$ cat src/rtl/core_ctrl_pkg.sv
// Shared definitions for the RV32I core controllers.
// Holds the controller state encoding, the opcodes the control path
// recognises, and the select encodings driven onto the datapath
// (immediate extender, ALU operand muxes, ALU op class, result mux).
package core_ctrl_pkg;

    typedef enum logic [3:0] {
        S_FETCH    = 4'd0,
        S_DECODE   = 4'd1,
        S_MEMADR   = 4'd2,
        S_MEMREAD  = 4'd3,
        S_MEMWB    = 4'd4,
        S_MEMWRITE = 4'd5,
        S_EXECR    = 4'd6,
        S_EXECI    = 4'd7,
        S_ALUWB    = 4'd8,
        S_BRANCH   = 4'd9,
        S_JAL      = 4'd10,
        S_JALR     = 4'd11,
        S_UTYPE    = 4'd12,
        S_TRAP     = 4'd13
    } state_t;

    localparam logic [6:0] OP_LOAD   = 7'b0000011;
    localparam logic [6:0] OP_STORE  = 7'b0100011;
    localparam logic [6:0] OP_R      = 7'b0110011;
    localparam logic [6:0] OP_IMM    = 7'b0010011;
    localparam logic [6:0] OP_BRANCH = 7'b1100011;
    localparam logic [6:0] OP_JAL    = 7'b1101111;
    localparam logic [6:0] OP_JALR   = 7'b1100111;
    localparam logic [6:0] OP_LUI    = 7'b0110111;
    localparam logic [6:0] OP_AUIPC  = 7'b0010111;

    localparam logic [2:0] IMM_NONE  = 3'b000;
    localparam logic [2:0] IMM_I     = 3'b001;
    localparam logic [2:0] IMM_S     = 3'b010;
    localparam logic [2:0] IMM_B     = 3'b011;
    localparam logic [2:0] IMM_U     = 3'b100;
    localparam logic [2:0] IMM_J     = 3'b101;
    localparam logic [2:0] IMM_ISH   = 3'b110;

    localparam logic [1:0] SRCA_PC    = 2'b00;
    localparam logic [1:0] SRCA_OLDPC = 2'b01;
    localparam logic [1:0] SRCA_RS1   = 2'b10;

    localparam logic [1:0] SRCB_RS2   = 2'b00;
    localparam logic [1:0] SRCB_IMM   = 2'b01;
    localparam logic [1:0] SRCB_FOUR  = 2'b10;

    localparam logic [1:0] ALU_ADD    = 2'b00;
    localparam logic [1:0] ALU_SUB    = 2'b01;
    localparam logic [1:0] ALU_FUNCT  = 2'b10;

    localparam logic [1:0] RES_ALUOUT = 2'b00;
    localparam logic [1:0] RES_MEM    = 2'b01;
    localparam logic [1:0] RES_ALU    = 2'b10;
    localparam logic [1:0] RES_IMM    = 2'b11;

endpackage

$ cat src/rtl/imm_src_decoder.sv
// Immediate-extender select decoder, shared by the single-cycle and
// multicycle controllers.
// Ports: op_i (IR[6:0]), funct3_i (IR[14:12]) in; imm_src_o (extender select) out.
module imm_src_decoder
    import core_ctrl_pkg::*;
(
    input  logic [6:0] op_i,
    input  logic [2:0] funct3_i,
    output logic [2:0] imm_src_o
);

    always_comb begin
        imm_src_o = IMM_NONE;
        case (op_i)
            OP_LOAD, OP_JALR: imm_src_o = IMM_I;
            // slli/srli/srai carry shamt + funct7 in the immediate field
            OP_IMM:           imm_src_o = (funct3_i == 3'b001 || funct3_i == 3'b101) ? IMM_ISH : IMM_I;
            OP_STORE:         imm_src_o = IMM_S;
            OP_BRANCH:        imm_src_o = IMM_B;
            OP_LUI, OP_AUIPC: imm_src_o = IMM_U;
            OP_JAL:           imm_src_o = IMM_J;
            default:          imm_src_o = IMM_NONE;
        endcase
    end

endmodule

$ cat src/rtl/multicycle_control_fsm.sv
// Main controller of the multicycle RV32I core. Steps the shared datapath
// through fetch/decode/execute/writeback, waits on the memory port and
// pulses illegal on unsupported opcodes.
// Ports:
//   clk, rst_n            clock, async active-low reset
//   op, funct3, funct7b5  fields of the latched instruction
//   zero                  ALU result == 0
//   mem_ready             memory port finished its access this cycle
//   imm_src               extender select (combinational from op/funct3)
//   ir_write, pc_write, mem_read, mem_write, reg_write   strobes
//   adr_src, alu_src_a, alu_src_b, alu_op, result_src    datapath selects
//   illegal               one-cycle pulse on an unsupported opcode
module multicycle_control_fsm
    import core_ctrl_pkg::*;
#(
    parameter state_t RESET_STATE = S_FETCH
) (
    input  logic       clk,
    input  logic       rst_n,
    input  logic [6:0] op,
    input  logic [2:0] funct3,
    input  logic       funct7b5,
    input  logic       zero,
    input  logic       mem_ready,
    output logic [2:0] imm_src,
    output logic       ir_write,
    output logic       pc_write,
    output logic       adr_src,
    output logic       mem_read,
    output logic       mem_write,
    output logic       reg_write,
    output logic [1:0] alu_src_a,
    output logic [1:0] alu_src_b,
    output logic [1:0] alu_op,
    output logic [1:0] result_src,
    output logic       illegal
);

    state_t     state_q, state_d;
    logic [2:0] imm_src_dec;
    logic       irw, pcw, adr, mrd, mwr, rgw, ill;
    logic [1:0] srca, srcb, aop, res;

    // funct7b5 only matters to the ALU decoder downstream
    logic unused_funct7b5;
    assign unused_funct7b5 = funct7b5;

    imm_src_decoder u_imm_dec (
        .op_i      (op),
        .funct3_i  (funct3),
        .imm_src_o (imm_src_dec)
    );

    always_ff @(posedge clk or negedge rst_n) begin
        if (!rst_n) state_q <= RESET_STATE;
        else        state_q <= state_d;
    end

    always_comb begin
        state_d = state_q;
        irw = 1'b0; pcw = 1'b0; adr = 1'b0; mrd = 1'b0;
        mwr = 1'b0; rgw = 1'b0; ill = 1'b0;
        srca = SRCA_PC; srcb = SRCB_RS2; aop = ALU_ADD; res = RES_ALUOUT;
        case (state_q)
            S_FETCH: begin
                mrd  = 1'b1;
                srca = SRCA_PC; srcb = SRCB_FOUR; aop = ALU_ADD; res = RES_ALU;
                if (mem_ready) begin
                    irw     = 1'b1;
                    pcw     = 1'b1;
                    state_d = S_DECODE;
                end
            end
            S_DECODE: begin
                // oldPC+imm lands in ALUOut: branch/jal target and auipc result
                srca = SRCA_OLDPC; srcb = SRCB_IMM;
                case (op)
                    OP_LOAD, OP_STORE: state_d = S_MEMADR;
                    OP_R:              state_d = S_EXECR;
                    OP_IMM:            state_d = S_EXECI;
                    OP_BRANCH:         state_d = S_BRANCH;
                    OP_JAL:            state_d = S_JAL;
                    OP_JALR:           state_d = S_JALR;
                    OP_LUI, OP_AUIPC:  state_d = S_UTYPE;
                    default:           state_d = S_TRAP;
                endcase
            end
            S_MEMADR: begin
                srca = SRCA_RS1; srcb = SRCB_IMM;
                state_d = (op == OP_LOAD) ? S_MEMREAD : S_MEMWRITE;
            end
            S_MEMREAD: begin
                adr = 1'b1; mrd = 1'b1;
                if (mem_ready) state_d = S_MEMWB;
            end
            S_MEMWB: begin
                res = RES_MEM; rgw = 1'b1;
                state_d = S_FETCH;
            end
            S_MEMWRITE: begin
                adr = 1'b1; mwr = 1'b1;
                if (mem_ready) state_d = S_FETCH;
            end
            S_EXECR: begin
                srca = SRCA_RS1; srcb = SRCB_RS2; aop = ALU_FUNCT;
                state_d = S_ALUWB;
            end
            S_EXECI: begin
                srca = SRCA_RS1; srcb = SRCB_IMM; aop = ALU_FUNCT;
                state_d = S_ALUWB;
            end
            S_ALUWB: begin
                res = RES_ALUOUT; rgw = 1'b1;
                state_d = S_FETCH;
            end
            S_BRANCH: begin
                srca = SRCA_RS1; srcb = SRCB_RS2; aop = ALU_SUB; res = RES_ALUOUT;
                pcw = (funct3 == 3'b000 && zero) || (funct3 == 3'b001 && !zero);
                state_d = S_FETCH;
            end
            S_JAL: begin
                // PC <- ALUOut (target) while the ALU forms oldPC+4 for the link write
                srca = SRCA_OLDPC; srcb = SRCB_FOUR; res = RES_ALUOUT; pcw = 1'b1;
                state_d = S_ALUWB;
            end
            S_JALR: begin
                // rs1+imm is latched into ALUOut, so S_JAL then redirects to it
                srca = SRCA_RS1; srcb = SRCB_IMM;
                state_d = S_JAL;
            end
            S_UTYPE: begin
                res = (op == OP_LUI) ? RES_IMM : RES_ALUOUT;
                rgw = 1'b1;
                state_d = S_FETCH;
            end
            S_TRAP: begin
                ill = 1'b1;
                state_d = S_FETCH;
            end
            default: state_d = S_FETCH;
        endcase
    end

    // Outputs are forced quiet while reset is held so an access in flight
    // is abandoned in the same instant reset asserts.
    assign imm_src    = rst_n ? imm_src_dec : IMM_NONE;
    assign ir_write   = rst_n & irw;
    assign pc_write   = rst_n & pcw;
    assign adr_src    = rst_n & adr;
    assign mem_read   = rst_n & mrd;
    assign mem_write  = rst_n & mwr;
    assign reg_write  = rst_n & rgw;
    assign illegal    = rst_n & ill;
    assign alu_src_a  = rst_n ? srca : 2'b00;
    assign alu_src_b  = rst_n ? srcb : 2'b00;
    assign alu_op     = rst_n ? aop  : 2'b00;
    assign result_src = rst_n ? res  : 2'b00;

endmodule

$ cat config.mk
export PLATFORM = sky130hd
export DESIGN_NAME = multicycle_control_fsm
export DESIGN_NICKNAME = d
export VERILOG_FILES = /design/src/rtl/core_ctrl_pkg.sv /design/src/rtl/imm_src_decoder.sv /design/src/rtl/multicycle_control_fsm.sv
export SDC_FILE = /design/constraint.sdc
export NUM_CORES = 1
export LEC_CHECK = 0
export CAP_MARGIN = 20
export CORE_MARGIN = 1.5
export CORE_UTILIZATION = 40
export CTS_CLUSTER_SIZE = 16
export DETAILED_ROUTE_END_ITERATION = 8
export GPL_TIMING_DRIVEN = 0
export PLACE_DENSITY = 0.77
export SETUP_SLACK_MARGIN = 0.15
export SYNTH_ARGS = -nofsm -noshare
export SYNTH_HDL_FRONTEND = slang
export SYNTH_SLANG_ARGS = --single-unit
$ cat constraint.sdc
create_clock -name clk -period 1.7 [get_ports clk]
set_input_delay 0.255 -clock clk [delete_from_list [all_inputs] [get_ports clk]]
set_output_delay 0.255 -clock clk [all_outputs]
set_load 0.01 [all_outputs]
==> results by group <==
Status
  • Outcome: finished, violations left
  • Failing checks: setup timing

STA
  • Min Hold Slack: 0.429 ns
  • Period utilization: 107%
  • Final Slew Violations: 0
  • Max Clock Skew: 0.0150 ns
  • Least-Margin Pin Slew: roughly 0.37 ns
  • Unrepaired setup endpoints after global routing: yes
  • Fin crit period: 1.81 ns
  • Rel. slew slack: between 70 and 80%
  • # setup viols final: 12
  • Final worst slack: -0.111 ns
  • Hold Fails Final Rpt: 0
  • Max Fclk: 552 MHz

Critical path
  • FF-to-FF Start: state_q[1]$_DFFE_PN0P_
  • Arr. time, crit path: approximately 1.6 ns
  • Crit path max fanout: 10
  • CP Capture Type: output port
  • Worst reg2reg path depth: 8
  • R2R Path End: state_q[2]$_DFFE_PN0P_
  • Critical path type: register to output port
  • Setup slack, reg-to-reg: 0.08 ns
  • WP data required: 1.44 ns
  • Startpoint Class: register

Global route
  • Number of global-route vias before repair: 1026
  • Initial antenna violation count: 0
  • GRT Residual Overflow: 0
  • Total GRT Usage: a little under a third
  • First-pass GRT wire length: 4450 microns
  • Pin count of the biggest net entering global routing: 11

Floorplan
  • Die X: 44.1 microns
  • IO Pins: 33
  • Die Height: approximately 44 microns
  • Rows: 14
  • Core box area: 0.00154 sq mm
  • Initial Util: 43.9%
  • Die area: a little under 0.002 sq mm

Cells and area
  • Most flop-heavy register: state_q
  • Most common cell after layout, fill and taps aside: buf_4
  • Ant diodes: 0
  • Fin nets: ~180
  • Share of layout cells above drive strength 1: 61.4%
  • Final Non-Filler Cells: 182
  • Largest regs: state_q: 4 flops
  • Area growth syn-to-layout: 116%
  • Largest register FFs: 4
  • Commonest cells after routing, fill and taps aside: 18 x buf_4, 17 x buf_6, 17 x buf_2

Hold path
  • Hold Path Stages: 3
  • Worst Hold Class: input port to register
  • Hold Path End: state_q[2]$_DFFE_PN0P_
  • Hold Path Origin: op[4]

Power and ir drop
  • Peak supply drop: 1260 uV
  • Leakage: 0.000702 uW
  • Pwr dens: about 1200 mW/mm^2

Place
  • DP Wirelength: between 1500 and 2000 microns
  • Placer Congestion: between 0.8 and 0.9
  • Setup WS pre-CTS: -0.861 ns
  • PortBufs: 31
  • Dpl cells: approximately 150

CTS
  • TritonCTS buffer count: 3
  • Clock slew at reported path FFs: 0.05 ns
  • Worst-Skew Late Latency: ~0.25 ns
  • CTS H-tree lvls: 1
  • Root Buffer: clkbuf_4
  • CTS sink cnt: 4
  • Clock tree buffer depth: 2
  • CTS tree: built

Detailed routing
  • DR iter-0 viols: 81
  • Post-Route WL: ~4100 microns
  • DR pass1 iterations: 5
  • Antenna Nets Post-Route: 0
  • Average via count per standard cell: approximately 6.7
  • Wire per inst: approximately 22 microns
  • Routed via count: approximately 1200
  • # DRC: 0

Logic synthesis
  • Mapped Area: between 600 and 700 sq um
  • Post-Syn Instances: about 100
  • Syn nets: between 100 and 150
  • Number of unique standard cell types used by synthesis: 40
  • Synthesized area per cell: ~6.7 sq um
  • Yosys warnings: 0
  • Seq/Total Area, Yosys: between 10 and 15%
  • Seq cells post-synth: 4

Flow run
  • Max-cap violations: 0
[metal layers]
layer	track usage (%)	routed length, microns	share of wire, %	vias to the layer above
met3	4.90	406	10	37
met2	56.2	2020	50	114
li1	-	-	-	497
met5	0	0	0	-
met1	32.8	1410	35	576
met4	20.0	230	5.6	0
[stage by stage]
step	util (%)	instance area [sq um]	total power [uW]	TNS, ns
after global routing	95.0	1470	1870	-0.957
after global placement	65.3	1010	970	-10.83
final	95.0	1470	1830	-0.731
after detailed placement	65.3	1010	981	-11.72
after floorplan	-	677	670	0
after CTS	84.3	1300	1480	-0.0806
[worst max path at each step]
stage / from / end / slack, ns
after global placement: op[3] / result_src[0] / -0.84
final: state_q[2]$_DFFE_PN0P_ / alu_src_b[1] / -0.11
after detailed placement: op[3] / result_src[0] / -0.86
after global routing: state_q[2]$_DFFE_PN0P_ / alu_src_b[1] / -0.11
after floorplan: op[6] / result_src[0] / 0.23
after CTS: state_q[1]$_DFFE_PN0P_ / pc_write / -0.07
[cell usage after synthesis (all sizes together)]
master / n / area, sq um
a2111oi: 1 / 27.5
nand4: 1 / 6.26
a21o: 1 / 7.51
and4bb: 1 / 12.5
nand3: 1 / 5.00
and2b: 1 / 7.51
o2111a: 1 / 11.3
a32oi: 1 / 8.76
nor4: 2 / 12.5
clkbuf: 2 / 7.51
o31a: 1 / 8.76
and4b: 1 / 10.0
and2: 2 / 12.5
nand3b: 2 / 15.0
dfrtp: 4 / 100
o311ai: 2 / 17.5
xnor2: 2 / 17.5
nor3b: 1 / 7.51
and3: 2 / 17.5
a31oi: 1 / 6.26
nor3: 6 / 30.0
a22oi: 1 / 7.51
a21oi: 3 / 15.0
nor2b: 3 / 18.8
a211o: 1 / 8.76
xor2: 2 / 17.5
o21ai: 10 / 50.1
nand2b: 4 / 25.0
a21boi: 1 / 7.51
inv: 5 / 18.8
a211oi: 1 / 7.51
nor2: 12 / 45.0
mux2i: 1 / 10.0
nand2: 14 / 55.1
o22ai: 1 / 6.26
o21a: 1 / 7.51
buf: 4 / 20.0
o211ai: 1 / 7.51
[cells by family after synthesis]
group           count (synthesis)  synth area share (%)
flops                           4                  14.8
buf+inv                        11                  6.84
xor+xnor                        4                  5.18
simple gates                   53                  41.4
mux                             1                  1.48
compound gates                 28                  30.3
[where the power goes]
group / total [uW] / switching, uW / internal, uW
combinational: 1510 / 807 / 704
clock: 130 / 50.1 / 79.8
sequential: 187 / 54.3 / 132
total: 1830 / 912 / 916
[what timing repair did]
action	4_1_cts	5_1_grt
hold buffers	1	0
pin swaps	18	20
setup buffers	22	7
endpoints found under the setup margin	18	19
cloned	1	0
endpoints found under the hold margin	4	0
resized for setup	150	42
[layout make-up]
type / instances / area (sq um)
multi-input combinational: 86 / 697
timing repair buffer: 62 / 536
sequential: 4 / 101
fill: 42 / 76.3
buffer: 6 / 70.1
clock buffer: 3 / 22.5
tap: 16 / 20.0
inverter: 5 / 18.8
[critical path, stage by stage (launching register included)]
cell     delay, ns
dfrtp_1       0.44
buf_6         0.19
inv_2         0.10
nand2_1       0.11
nor3_1        0.27
buf_2         0.19
No activity file was read; power rests on OpenSTA's default activity.
